**config.mk**
```make
export PLATFORM = sky130hd
export DESIGN_NAME = bracket_scan_unit
export DESIGN_NICKNAME = d
export VERILOG_FILES = /design/src/rtl/bracket_scan_unit.sv
export SDC_FILE = /design/constraint.sdc
export NUM_CORES = 1
export LEC_CHECK = 0
export BUFFER_PORTS_ARGS = -buffer_cell sky130_fd_sc_hd__buf_2
export CAP_MARGIN = 20
export CORE_UTILIZATION = 55
export CTS_BUF_LIST = sky130_fd_sc_hd__clkbuf_16
export CTS_CLUSTER_DIAMETER = 120
export DETAILED_ROUTE_END_ITERATION = 8
export GPL_ROUTABILITY_DRIVEN = 0
export PLACE_DENSITY = 0.82
export SETUP_SLACK_MARGIN = 0.5
export SYNTH_ARGS = -nofsm -noshare
export SYNTH_HDL_FRONTEND = slang
export SYNTH_SLANG_ARGS = --single-unit
export TNS_END_PERCENT = 100
```
**constraint.sdc**
```tcl
create_clock -name clk -period 3.2 [get_ports clk]
set_input_delay 0.16 -clock clk [delete_from_list [all_inputs] [get_ports clk]]
set_output_delay 0.16 -clock clk [all_outputs]
set_load 0.02 [all_outputs]
```
**src/rtl/bracket_scan_unit.sv**
```systemverilog
// Bracket scan unit: walks instruction memory from a CBF/CBB to its matching bracket.
// Optional direct-mapped target cache enabled by defining BRACKET_SCAN_CACHE_EN.
module bracket_scan_unit #(
  parameter int                 PC_W          = 16,
  parameter int                 INSTR_W       = 9,
  parameter int                 DEPTH_W       = 8,
  parameter logic [INSTR_W-1:0] CBF_CODE      = 9'b001000000,
  parameter logic [INSTR_W-1:0] CBB_CODE      = 9'b010000000,
  parameter int                 CACHE_ENTRIES = 4
) (
  input  logic               clk,
  input  logic               rst_n,
  input  logic               start,
  input  logic               dir,
  input  logic [PC_W-1:0]    start_pc,
  output logic               busy,
  output logic               done,
  output logic               error,
  output logic [PC_W-1:0]    target_pc,
  output logic               fetch_en,
  output logic [PC_W-1:0]    fetch_addr,
  input  logic [INSTR_W-1:0] instr_in,
  input  logic               flush
);

  typedef enum logic [1:0] {IDLE, SCAN, DRAIN} state_t;

  localparam logic [PC_W-1:0]    PC_MAX    = {PC_W{1'b1}};
  localparam logic [PC_W-1:0]    PC_ONE    = 1;
  localparam logic [DEPTH_W-1:0] DEPTH_MAX = {DEPTH_W{1'b1}};
  localparam logic [DEPTH_W-1:0] DEPTH_ONE = 1;

  state_t              state_q, state_d;
  logic                dir_q, dir_d;
  logic [PC_W-1:0]     issue_q, issue_d;
  logic                pend_q, pend_d;
  logic [PC_W-1:0]     pend_addr_q, pend_addr_d;
  logic                stop_q, stop_d;
  logic [DEPTH_W-1:0]  depth_q, depth_d;
  logic                done_q, done_d;
  logic                error_q, error_d;
  logic [PC_W-1:0]     target_q, target_d;
  logic                scan_match;
  logic                cache_hit;
  logic [PC_W-1:0]     cache_target;
  logic [INSTR_W-1:0]  same_code, opp_code;

  assign same_code  = dir_q ? CBB_CODE : CBF_CODE;
  assign opp_code   = dir_q ? CBF_CODE : CBB_CODE;
  assign busy       = (state_q == SCAN);
  assign fetch_en   = (state_q == SCAN) && !stop_q;
  assign fetch_addr = issue_q;
  assign done       = done_q;
  assign error      = error_q;
  assign target_pc  = target_q;

  always_ff @(posedge clk or negedge rst_n) begin
    if (!rst_n) begin
      state_q     <= IDLE;
      dir_q       <= 1'b0;
      issue_q     <= '0;
      pend_q      <= 1'b0;
      pend_addr_q <= '0;
      stop_q      <= 1'b0;
      depth_q     <= '0;
      done_q      <= 1'b0;
      error_q     <= 1'b0;
      target_q    <= '0;
    end else begin
      state_q     <= state_d;
      dir_q       <= dir_d;
      issue_q     <= issue_d;
      pend_q      <= pend_d;
      pend_addr_q <= pend_addr_d;
      stop_q      <= stop_d;
      depth_q     <= depth_d;
      done_q      <= done_d;
      error_q     <= error_d;
      target_q    <= target_d;
    end
  end

  // Issue side prefetches one address per cycle; check side judges the word fetched
  // last cycle. stop_q means the wrap boundary was issued, so nothing further follows.
  always_comb begin
    state_d     = state_q;
    dir_d       = dir_q;
    issue_d     = issue_q;
    pend_d      = 1'b0;
    pend_addr_d = pend_addr_q;
    stop_d      = stop_q;
    depth_d     = depth_q;
    done_d      = 1'b0;
    error_d     = 1'b0;
    target_d    = target_q;
    scan_match  = 1'b0;
    case (state_q)
      SCAN: begin
        if (!stop_q) begin
          pend_d      = 1'b1;
          pend_addr_d = issue_q;
          issue_d     = dir_q ? issue_q - PC_ONE : issue_q + PC_ONE;
          stop_d      = dir_q ? (issue_q == '0) : (issue_q == PC_MAX);
        end
        if (pend_q && instr_in == opp_code && depth_q == DEPTH_ONE) begin
          scan_match = 1'b1;
          done_d     = 1'b1;
          target_d   = pend_addr_q;
          state_d    = DRAIN;
        end else if (pend_q && instr_in == same_code && depth_q == DEPTH_MAX) begin
          error_d = 1'b1;
          state_d = DRAIN;
        end else begin
          if (pend_q && instr_in == opp_code) begin
            depth_d = depth_q - DEPTH_ONE;
          end else if (pend_q && instr_in == same_code) begin
            depth_d = depth_q + DEPTH_ONE;
          end
          if (stop_q) begin
            error_d = 1'b1;
            state_d = DRAIN;
          end
        end
      end
      default: begin
        state_d = IDLE;
        if (start) begin
          if (cache_hit) begin
            done_d   = 1'b1;
            target_d = cache_target;
          end else begin
            state_d = SCAN;
            dir_d   = dir;
            depth_d = DEPTH_ONE;
            issue_d = dir ? start_pc - PC_ONE : start_pc + PC_ONE;
            stop_d  = dir ? (start_pc == '0) : (start_pc == PC_MAX);
          end
        end
      end
    endcase
  end

`ifdef BRACKET_SCAN_CACHE_EN
  localparam int IDX_W = (CACHE_ENTRIES > 1) ? $clog2(CACHE_ENTRIES) : 1;

  logic [CACHE_ENTRIES-1:0] valid_q;
  logic [PC_W:0]            tag_q    [CACHE_ENTRIES];
  logic [PC_W-1:0]          ctgt_q   [CACHE_ENTRIES];
  logic [PC_W-1:0]          origin_q;
  logic [IDX_W-1:0]         rd_idx, wr_idx;

  assign rd_idx       = start_pc[IDX_W-1:0];
  assign wr_idx       = origin_q[IDX_W-1:0];
  assign cache_hit    = valid_q[rd_idx] && (tag_q[rd_idx] == {dir, start_pc});
  assign cache_target = ctgt_q[rd_idx];

  // Flush has priority over a same-cycle fill so no stale target survives it.
  always_ff @(posedge clk or negedge rst_n) begin
    if (!rst_n) begin
      valid_q  <= '0;
      origin_q <= '0;
    end else begin
      if (state_q != SCAN && start) origin_q <= start_pc;
      if (flush) valid_q <= '0;
      else if (scan_match) valid_q[wr_idx] <= 1'b1;
    end
  end

  always_ff @(posedge clk) begin
    if (scan_match) begin
      tag_q[wr_idx]  <= {dir_q, origin_q};
      ctgt_q[wr_idx] <= target_d;
    end
  end
`else
  logic unused_flush;
  localparam int unused_cache_entries = CACHE_ENTRIES;
  assign unused_flush = flush;
  assign cache_hit    = 1'b0;
  assign cache_target = '0;
`endif

endmodule

```
Yosys cells after proc, flatten, opt, wreduce, memory -nomap -nowiden
Index checks and enable logic that the tools add are counted.
{ "classes": {"n_mux": 31, "n_bitwise": 2, "n_eq_ne": 12, "addsub": 6, "n_reduce_logical": 14} }
{ "ops": {"columns": ["operator", "count"], "rows": [
  ["$mux 16", 5],
  ["$mux 8", 8],
  ["$add 16x1->16 const B", 2],
  ["$eq 16x16->1 const B", 2],
  ["$logic_not 16->1", 2],
  ["$sub 16x1->16 const B", 2],
  ["$eq 9x8->1", 2],
  ["$mux 1", 14],
  ["$add 8x1->8 const B", 1],
  ["$eq 8x1->1 const B", 1],
  ["$eq 8x8->1 const B", 1],
  ["$mux 2", 4],
  ["$reduce_and 2->1", 4],
  ["$sub 8x1->8 const B", 1],
  ["$ne 2x2->1 const B", 3],
  ["$logic_and 1x1->1", 5],
  ["$ne 4x1->1 const B", 1],
  ["$reduce_and 4->1", 1],
  ["$ne 3x1->1 const B", 1],
  ["$eq 2x1->1 const B", 1],
  ["$not 1->1", 2],
  ["$reduce_bool 2->1", 1],
  ["$logic_not 1->1", 1]
]} }
{ "word_totals": {"inputBits": 30, "regBits": 63, "output_inout_bits": 36} }

Longest topological paths before layout
Gate-level depths: netlist (run 1).
{ "depth": {"ltp_word": 8, "ltp_mapped": 10} }

Least setup slack after synthesis (run 1)
No wires, ideal clock.
{ "synth_timing": {"path_type": "flip-flop to flip-flop", "from": "register dir_q", "to": "register issue_q[14], in the netlist fetch_addr[14]", "stages_incl_launch_ff": 7, "setup_ps": 94, "slack_ps": 697, "n_path_buf": 0, "arrival_time_ps": 2409, "path_cell_list": "dfrtp_1 > ha_1 > or4_1 > o311ai_1 > o21ai_0 > xnor2_1 > a211oi_1"} }
{ "synth_via": {"elab_chain_len": 3} }
{ "synth_lines": {"columns": ["element", "line_no", "text"], "rows": [
  ["start, declared", "34", "logic dir_q, dir_d;"],
  ["start signal, assigned", "71", "dir_q <= dir_d;"],
  ["$mux 16", "102", "issue_d = dir_q ? issue_q - PC_ONE : issue_q + PC_ONE;"],
  ["$mux 16", "99", "if (!stop_q) begin"],
  ["$mux 16", "97", "case (state_q)"],
  ["end signal, assigned", "72", "issue_q <= issue_d;"],
  ["end, declared", "35", "logic [PC_W-1:0] issue_q, issue_d;"]
]} }
No other way between the ends. The select of a mux whose other input is x is not followed.
A chain may end at the register's enable or synchronous reset.

Worst setup path after layout (run 1)
{ "layout_timing": {"from": "register state_q[1]", "to": "output port fetch_en"} }
{ "layout_via": {"elab_chain_len": 2} }
{ "layout_lines": {"columns": ["element", "line_no", "text"], "rows": [
  ["start, declared", "33", "state_t state_q, state_d;"],
  ["start signal, assigned", "70", "state_q <= state_d;"],
  ["$eq 2x1->1", null, null],
  ["$logic_and 1x1->1", "51", "assign fetch_en = (state_q == SCAN) && !stop_q;"],
  ["end, declared", "20", "output logic fetch_en,"]
]} }
No other way between the ends.

==> results.env, run 1 <==
YS_FF_LATCH=63
WORST-SETUP-PATH-TYPE='reg -> out'
YOSYSWARNINGS=0
GRT_FIRST_PASS_WIRELENGTH_MM=18.2
MOST_FREQUENT_STANDARD_CELL_IN_THE_LAYOUT_EXCLUDING_FILL_AND_TAP_CELLS='sky130_fd_sc_hd__nand2_1'
CTS-ROOT-BUF='sky130_fd_sc_hd__clkbuf_16'
NUMCTSBUFFERS=9
DETAILED_PLACE_HPWL_MM=7.73
FINALCRITICALPERIOD_NS=2.51
SYNTH_AREA_PER_CELL_UM2=9.05
DIE_WIDTH_UM=91.1
POWER_DENSITY_mW_PER_MM2=1040
DIE_H_UM=91.1
CLOCKBUFFERDEPTH=2
WORST_IR_DROP_VDD_uV=441
SYNTH_CELL_TYPES=64
TIMING.CRITICAL_PATH.TO_TYPE='output pin'
HTREE_NUM_LEVELS=3
NUMBER_OF_VIAS_PER_CELL_AFTER_DETAILED_ROUTING=6.15
FINAL-SETUP-VIOL-COUNT=0
NUMBER_OF_ANTENNA_VIOLATIONS_AT_THE_FIRST_CHECK_IN_GLOBAL_ROUTING=0
DETAILED_ROUTING_ITERATION_COUNT_FOR_THE_PRE_ANTENNA_REPAIR_PASS=5
MAXCAPVIOLATIONS=0
ANTENNA_VIOLATING_NETS_POST_ROUTE=0
TIMING_WORST_SLEW_PIN_VALUE_NS=0.674
SYN_TO_FINAL_GROWTH_PCT=19.2
CLKSLEWWORSTSETUPHOLDPATHS_NS=0.06
DIE_AREA_MM2=0.00829
WORST_SETUP_PATH_START_KIND='flip-flop'
P_LEAK_nW=2.47
POST-ROUTE-WORST-SETUP-SLACK_NS=0.695
CRITICAL_PATH_AT_NS=2.35
BUFFERS_INSERTED_DURING_POST_CTS_SETUP_OPTIMIZATION=0
FIN_SETUP_TNS_NS=0
LEADING_CELL_TYPES_IN_THE_LAYOUT_FILL_AND_TAPS_EXCLUDED='sky130_fd_sc_hd__nand2_1, sky130_fd_sc_hd__buf_2, sky130_fd_sc_hd__dfrtp_1, sky130_fd_sc_hd__nor2_1, sky130_fd_sc_hd__ha_1'
GRT_SETUP_UNREPAIRED='no'
REPORT.FINAL.SLEW_VIOL_COUNT=0
DRT_ITER0_MARKERS=348
NUMCLOCKSINKS=63
WORST_SKEW_PAIR.LATE_LATENCY_NS=0.33
SYNTHCELLS=482
OUTCOME='completed'
TRITONCTS_CLOCK_TREE='built'
SYNTH_ENABLE_FLOP_CELLS=0
GLOBALROUTETOTALUTIL=0.274
GRT-OVFL-TOTAL=0
WORSTPATHMAXFANOUT=16
POST_ROUTE_CELLS_DRIVE_ABOVE_1_SHARE=0.216
ROUTED_WIRELENGTH_MM=11.0
LAYOUT_WORST_PATH_CYCLE_SHARE=0.783
INSERTEDDIODECOUNT=0
ROUTEDWLPERCELL_UM=16.5
ENDPOINT_REQUIRED_TIME_ON_THE_CRITICAL_PATH_NS=3.04
HOLD_PATH_CLASS='in -> reg'
ROUTE.VIAS.TOTAL=4076
DRC_ERRORS=0
FMAX_ACHIEVED_MHz=399
POST-PLACE-WS_NS=0.660
SYNTH_FP_NETS=545
GRT_PASS1_VIAS=3760
REPORT.FINAL.HOLD_VIOL_COUNT=0
YS_DOMINANT_REG_CELL='sky130_fd_sc_hd__dfrtp_1'
ASYNC_FLOP_SHARE=1.00
IOS=66
SYNTH_AREA_MM2=0.00436
FP-ROW-COUNT=32
SYNTH_SEQ_AREA_SHARE=0.361
CORE_AREA_MM2=0.00769
CLOCK_SKEW_NS=0.00572
PLACEMENT.IO_BUFFERS=64
DESIGN.FINAL.NETS=619
FLOORPLAN.INITIALDENSITY=0.568
WORST_SLEW_SLACK_AS_A_FRACTION_OF_ITS_LIMIT=0.551
MAXIMUM_NUMBER_OF_PINS_ON_ONE_NET_BEFORE_GLOBAL_ROUTE_REPAIR=32
-- cell type report --
class / instances / area, um^2
clock inverter: 7 / 121
sequential: 63 / 1580
tap: 102 / 128
inverter: 10 / 37.5
fill: 617 / 2480
multi-input combinational: 394 / 2690
clock buffer: 9 / 225
timing repair buffer: 78 / 428
-- critical path, stage by stage, from the launching register on --
cell and delay, ns:
sky130_fd_sc_hd__dfrtp_1 0.40, sky130_fd_sc_hd__nand2b_1 0.34, sky130_fd_sc_hd__inv_1 0.23, sky130_fd_sc_hd__buf_4 0.20, sky130_fd_sc_hd__nand2_1 0.13, sky130_fd_sc_hd__inv_1 0.43, sky130_fd_sc_hd__buf_2 0.26
-- what timing repair did --
action / 4_1_cts / 5_1_grt
endpoints found under the setup margin: 0 / 2
hold buffers: 1 / 0
gates resized for setup: 0 / 1
hold endpoints to repair: 29 / 0
-- layer usage --
layer  up-vias  routed length (um)  track usage
met5         -                   0            0
met4         0                 130       0.0714
met3        19                 643       0.0469
met2       174                5330        0.460
met1      1938                4850        0.368
li1       1945                   -            -
-- where the power goes --
| group | internal (W) | total (W) | switching (W) |
|---|---|---|---|
| registers | 0.00106 | 0.00138 | 0.000320 |
| clock network | 0.000763 | 0.00113 | 0.000371 |
| logic | 0.00115 | 0.00288 | 0.00173 |
-- metrics by stage --
stage          utilization  area, um^2  std cells  power, W  hold slack [ns]
2_1_floorplan            -        4360        482   0.00336           -0.136
3_3_place_gp         0.630        4840        646   0.00405            0.229
3_5_place_dp         0.630        4840        646   0.00414            0.234
4_1_cts              0.677        5200        663   0.00536            0.122
5_1_grt              0.677        5200        663   0.00576            0.145
6_report             0.677        5200        663   0.00539            0.123
-- flip-flops by register name, summed over array words and instances (netlist names) --
signal and count:
fetch_addr 16, pend_addr_q 16, target_pc 16, depth_q 8, state_q 2, dir_q 1, done 1, error 1
pend_q 1, stop_q 1
-- final timing paths --
path	slack (ns)	from	cells past startpoint	to
setup / recovery	0.69	state_q[1]	6	fetch_en
hold / removal	0.12	start_pc[0]	2	fetch_addr[0]
setup reg to reg	0.70	dir_q	7	fetch_addr[14]
hold reg to reg	0.48	pend_addr_q[7]	2	pend_addr_q[7]
max in group asynchronous	2.02	rst_n	3	target_pc[3]
min in group asynchronous	0.40	rst_n	2	target_pc[13]
-- synth_stat cells (10+ instances only) --
library cell	number	area (um^2)
sky130_fd_sc_hd__nand4_1	17	106
sky130_fd_sc_hd__nor3_1	12	60.1
sky130_fd_sc_hd__nand2_1	73	274
sky130_fd_sc_hd__xnor2_1	19	166
sky130_fd_sc_hd__mux2_2	17	191
sky130_fd_sc_hd__inv_1	10	37.5
sky130_fd_sc_hd__xor2_1	10	87.6
sky130_fd_sc_hd__o21ai_0	31	155
sky130_fd_sc_hd__nand3_1	13	65.1
sky130_fd_sc_hd__nor2_1	33	124
sky130_fd_sc_hd__dfrtp_1	63	1580
sky130_fd_sc_hd__a21oi_1	24	120
sky130_fd_sc_hd__ha_1	31	388
-- cells by family after synthesis --
group                      after synthesis  share of synthesized area
muxes                                   23                     0.0588
adders and majority gates               33                     0.0981
buffers and inverters                   25                     0.0235
AOI/OAI and AO/OA                      117                      0.176
DFF                                     63                      0.361
and+or+nand+nor                        192                      0.224
xor gates and xnor gates                29                     0.0582
Note: power is estimated with default switching activity, not from simulation.
==> run 2: changes to the inputs <==
--- a/config.mk
+++ b/config.mk
@@ -7,7 +7,7 @@
 export LEC_CHECK = 0
 export BUFFER_PORTS_ARGS = -buffer_cell sky130_fd_sc_hd__buf_2
 export CAP_MARGIN = 20
-export CORE_UTILIZATION = 55
+export CORE_UTILIZATION = 52
 export CTS_BUF_LIST = sky130_fd_sc_hd__clkbuf_16
 export CTS_CLUSTER_DIAMETER = 120
 export DETAILED_ROUTE_END_ITERATION = 8
==> constraint.sdc (replaced) <==
create_clock -name clk -period 2.1 [get_ports clk]
set_input_delay 0.105 -clock clk [delete_from_list [all_inputs] [get_ports clk]]
set_output_delay 0.105 -clock clk [all_outputs]
set_load 0.02 [all_outputs]
==> run 2 against run 1 <==
Compared with the run above: the run now ends with design-rule violations, negative setup slack left; global-route usage grew 8.3 points; largest cell class unchanged; sequential power grew 49%; combinational power grew to 2.7 times the previous value; sequential cell count is the same.
==> results.env, run 2 (same netlist as run 1, synthesis figures left out) <==
OUTCOME='finished, violations left'
VIOLATED_CHECKS='design-rule violations, negative setup slack'
GRT_SETUP_UNREPAIRED='yes'
CLOCKBUFFERDEPTH=2
FMAX_ACHIEVED_MHz=433
FLOORPLAN.INITIALDENSITY=0.534
PLACEMENT.IO_BUFFERS=64
POST-ROUTE-WORST-SETUP-SLACK_NS=-0.210
SYN_TO_FINAL_GROWTH_PCT=45.6
ROUTED_WIRELENGTH_MM=16.8
MAXCAPVIOLATIONS=0
NUMBER_OF_VIAS_PER_CELL_AFTER_DETAILED_ROUTING=6.83
ROUTE.VIAS.TOTAL=5013
CLOCK_SKEW_NS=0.0100
MOST_FREQUENT_STANDARD_CELL_IN_THE_LAYOUT_EXCLUDING_FILL_AND_TAP_CELLS='sky130_fd_sc_hd__nand2_1'
ANTENNA_VIOLATING_NETS_POST_ROUTE=0
TIMING.CRITICAL_PATH.TO_TYPE='flip-flop'
POST-PLACE-WS_NS=-0.143
WORST-SETUP-PATH-TYPE='reg -> reg'
WORSTPATHMAXFANOUT=6
DRC_ERRORS=1
FINALCOREUTILIZATION=0.777
GRT_PASS1_VIAS=4672
DRT_ITER0_MARKERS=730
IOS=66
NUMBER_OF_ANTENNA_VIOLATIONS_AT_THE_FIRST_CHECK_IN_GLOBAL_ROUTING=0
CLKSLEWWORSTSETUPHOLDPATHS_NS=0.05
HOLD-WORST-SLACK_NS=0.114
DIE_AREA_MM2=0.00876
P_LEAK_nW=2.92
HTREE_NUM_LEVELS=3
LEADING_CELL_TYPES_IN_THE_LAYOUT_FILL_AND_TAPS_EXCLUDED='sky130_fd_sc_hd__nand2_1, sky130_fd_sc_hd__buf_4, sky130_fd_sc_hd__buf_2, sky130_fd_sc_hd__dfrtp_1, sky130_fd_sc_hd__nor2_1'
DESIGN.FINAL.NETS=687
FINALCRITICALPERIOD_NS=2.31
ENDPOINT_REQUIRED_TIME_ON_THE_CRITICAL_PATH_NS=2.31
FP-ROW-COUNT=33
LAYOUT.FILLER_CELLS=472
GRT_FIRST_PASS_WIRELENGTH_MM=23.7
TRITONCTS_CLOCK_TREE='built'
HOLD_PATH_CLASS='in -> reg'
MAXIMUM_NUMBER_OF_PINS_ON_ONE_NET_BEFORE_GLOBAL_ROUTE_REPAIR=33
CRITICAL_PATH_AT_NS=2.52
DETAILED_ROUTING_ITERATION_COUNT_FOR_THE_PRE_ANTENNA_REPAIR_PASS=8
ROUTEDWLPERCELL_UM=22.9
WORST_SETUP_PATH_START_KIND='flip-flop'
INSERTEDDIODECOUNT=0
REPORT.FINAL.SLEW_VIOL_COUNT=0
WORST_SLEW_SLACK_AS_A_FRACTION_OF_ITS_LIMIT=0.707
DIE_H_UM=93.6
NUMCTSBUFFERS=9
WORST_IR_DROP_VDD_uV=748
GRT-OVFL-TOTAL=0
TIMING_WORST_SLEW_PIN_VALUE_NS=0.440
POST_ROUTE_CELLS_DRIVE_ABOVE_1_SHARE=0.401
DIE_WIDTH_UM=93.6
POWER_DENSITY_mW_PER_MM2=1810
CTS-ROOT-BUF='sky130_fd_sc_hd__clkbuf_16'
GLOBALROUTETOTALUTIL=0.358
WORST_SKEW_PAIR.LATE_LATENCY_NS=0.35
FINAL-SETUP-VIOL-COUNT=28
CORE_AREA_MM2=0.00818
NUMCLOCKSINKS=63
REPORT.FINAL.HOLD_VIOL_COUNT=0
LAYOUT_WORST_PATH_CYCLE_SHARE=1.10
DETAILED_PLACE_HPWL_MM=9.08
run 2: cell count changes in the layout (fill, tap and decap cells not counted), moves of 9 or more:
| cell | change |
|---|---|
| sky130_fd_sc_hd__mux2_2 | -17 |
| sky130_fd_sc_hd__buf_6 | +14 |
| sky130_fd_sc_hd__ha_1 | -9 |
| sky130_fd_sc_hd__mux2_4 | +17 |
| sky130_fd_sc_hd__buf_4 | +51 |
| sky130_fd_sc_hd__o21ai_0 | -14 |
| sky130_fd_sc_hd__o21ai_1 | +10 |
run 2: repair_timing:
action,4_1_cts,5_1_grt
buffers inserted,14,4
endpoints found under the hold margin,63,0
hold buffers,1,0
endpoints found under the setup margin,57,57
cloned,1,0
pin swaps,26,23
gates resized for setup,53,43
run 2: worst max-delay path, cell delays in order (launching register included):
cell	delay [ns]
sky130_fd_sc_hd__dfrtp_2	0.43
sky130_fd_sc_hd__buf_12	0.16
sky130_fd_sc_hd__ha_4	0.24
sky130_fd_sc_hd__a21o_1	0.19
sky130_fd_sc_hd__a221oi_4	0.32
sky130_fd_sc_hd__buf_4	0.18
sky130_fd_sc_hd__o21bai_1	0.07
sky130_fd_sc_hd__a21oi_1	0.23
sky130_fd_sc_hd__xor2_1	0.26
sky130_fd_sc_hd__o21ai_2	0.10
run 2: cell type report:
class | instances | area (um^2) | area share
Clock buffer | 9 | 225 | 0.0354
Tap cell | 105 | 131 | 0.0207
Clock inverter | 7 | 121 | 0.0191
Timing Repair Buffer | 146 | 1050 | 0.165
Multi-Input combinational cell | 394 | 3200 | 0.504
Sequential cell | 63 | 1580 | 0.249
Inverter | 10 | 43.8 | 0.00689
run 2: routing by layer:
metal	wire (um)	vias to the layer above	track usage
met3	1790	147	0.0959
met4	1230	0	0.188
met2	7770	424	0.585
li1	-	2080	-
met1	6040	2362	0.429
met5	0	-	0
run 2: metrics by stage:
stage	cell area [um^2]	setup TNS [ns]	total power, W	instances
after floorplan	4570	-0.137	0.00541	482
after global placement	5390	-0.117	0.00704	698
after detailed placement	5390	-0.720	0.00727	698
after CTS	6150	-0.380	0.00997	730
after global routing	6360	-3.68	0.0119	734
final	6360	-1.90	0.0115	734
run 2: power by group:
group | internal (W) | switching [W] | leakage, nW
Combinational | 0.00328 | 0.00440 | 1.95
Clock | 0.00116 | 0.000603 | 0.170
Sequential | 0.00163 | 0.000430 | 0.801
run 2: path summary, 6_finish.rpt:
kind	start	endpoint	slack, ns	cells past startpoint
worst max-delay path	dir_q	fetch_addr[7]	-0.21	9
worst min-delay path	start_pc[0]	fetch_addr[0]	0.11	3
worst max register to register	dir_q	fetch_addr[7]	-0.21	9
worst min register to register	pend_addr_q[13]	pend_addr_q[13]	0.48	2
max in group asynchronous	rst_n	fetch_addr[5]	1.31	3
min in group asynchronous	rst_n	target_pc[15]	0.13	2
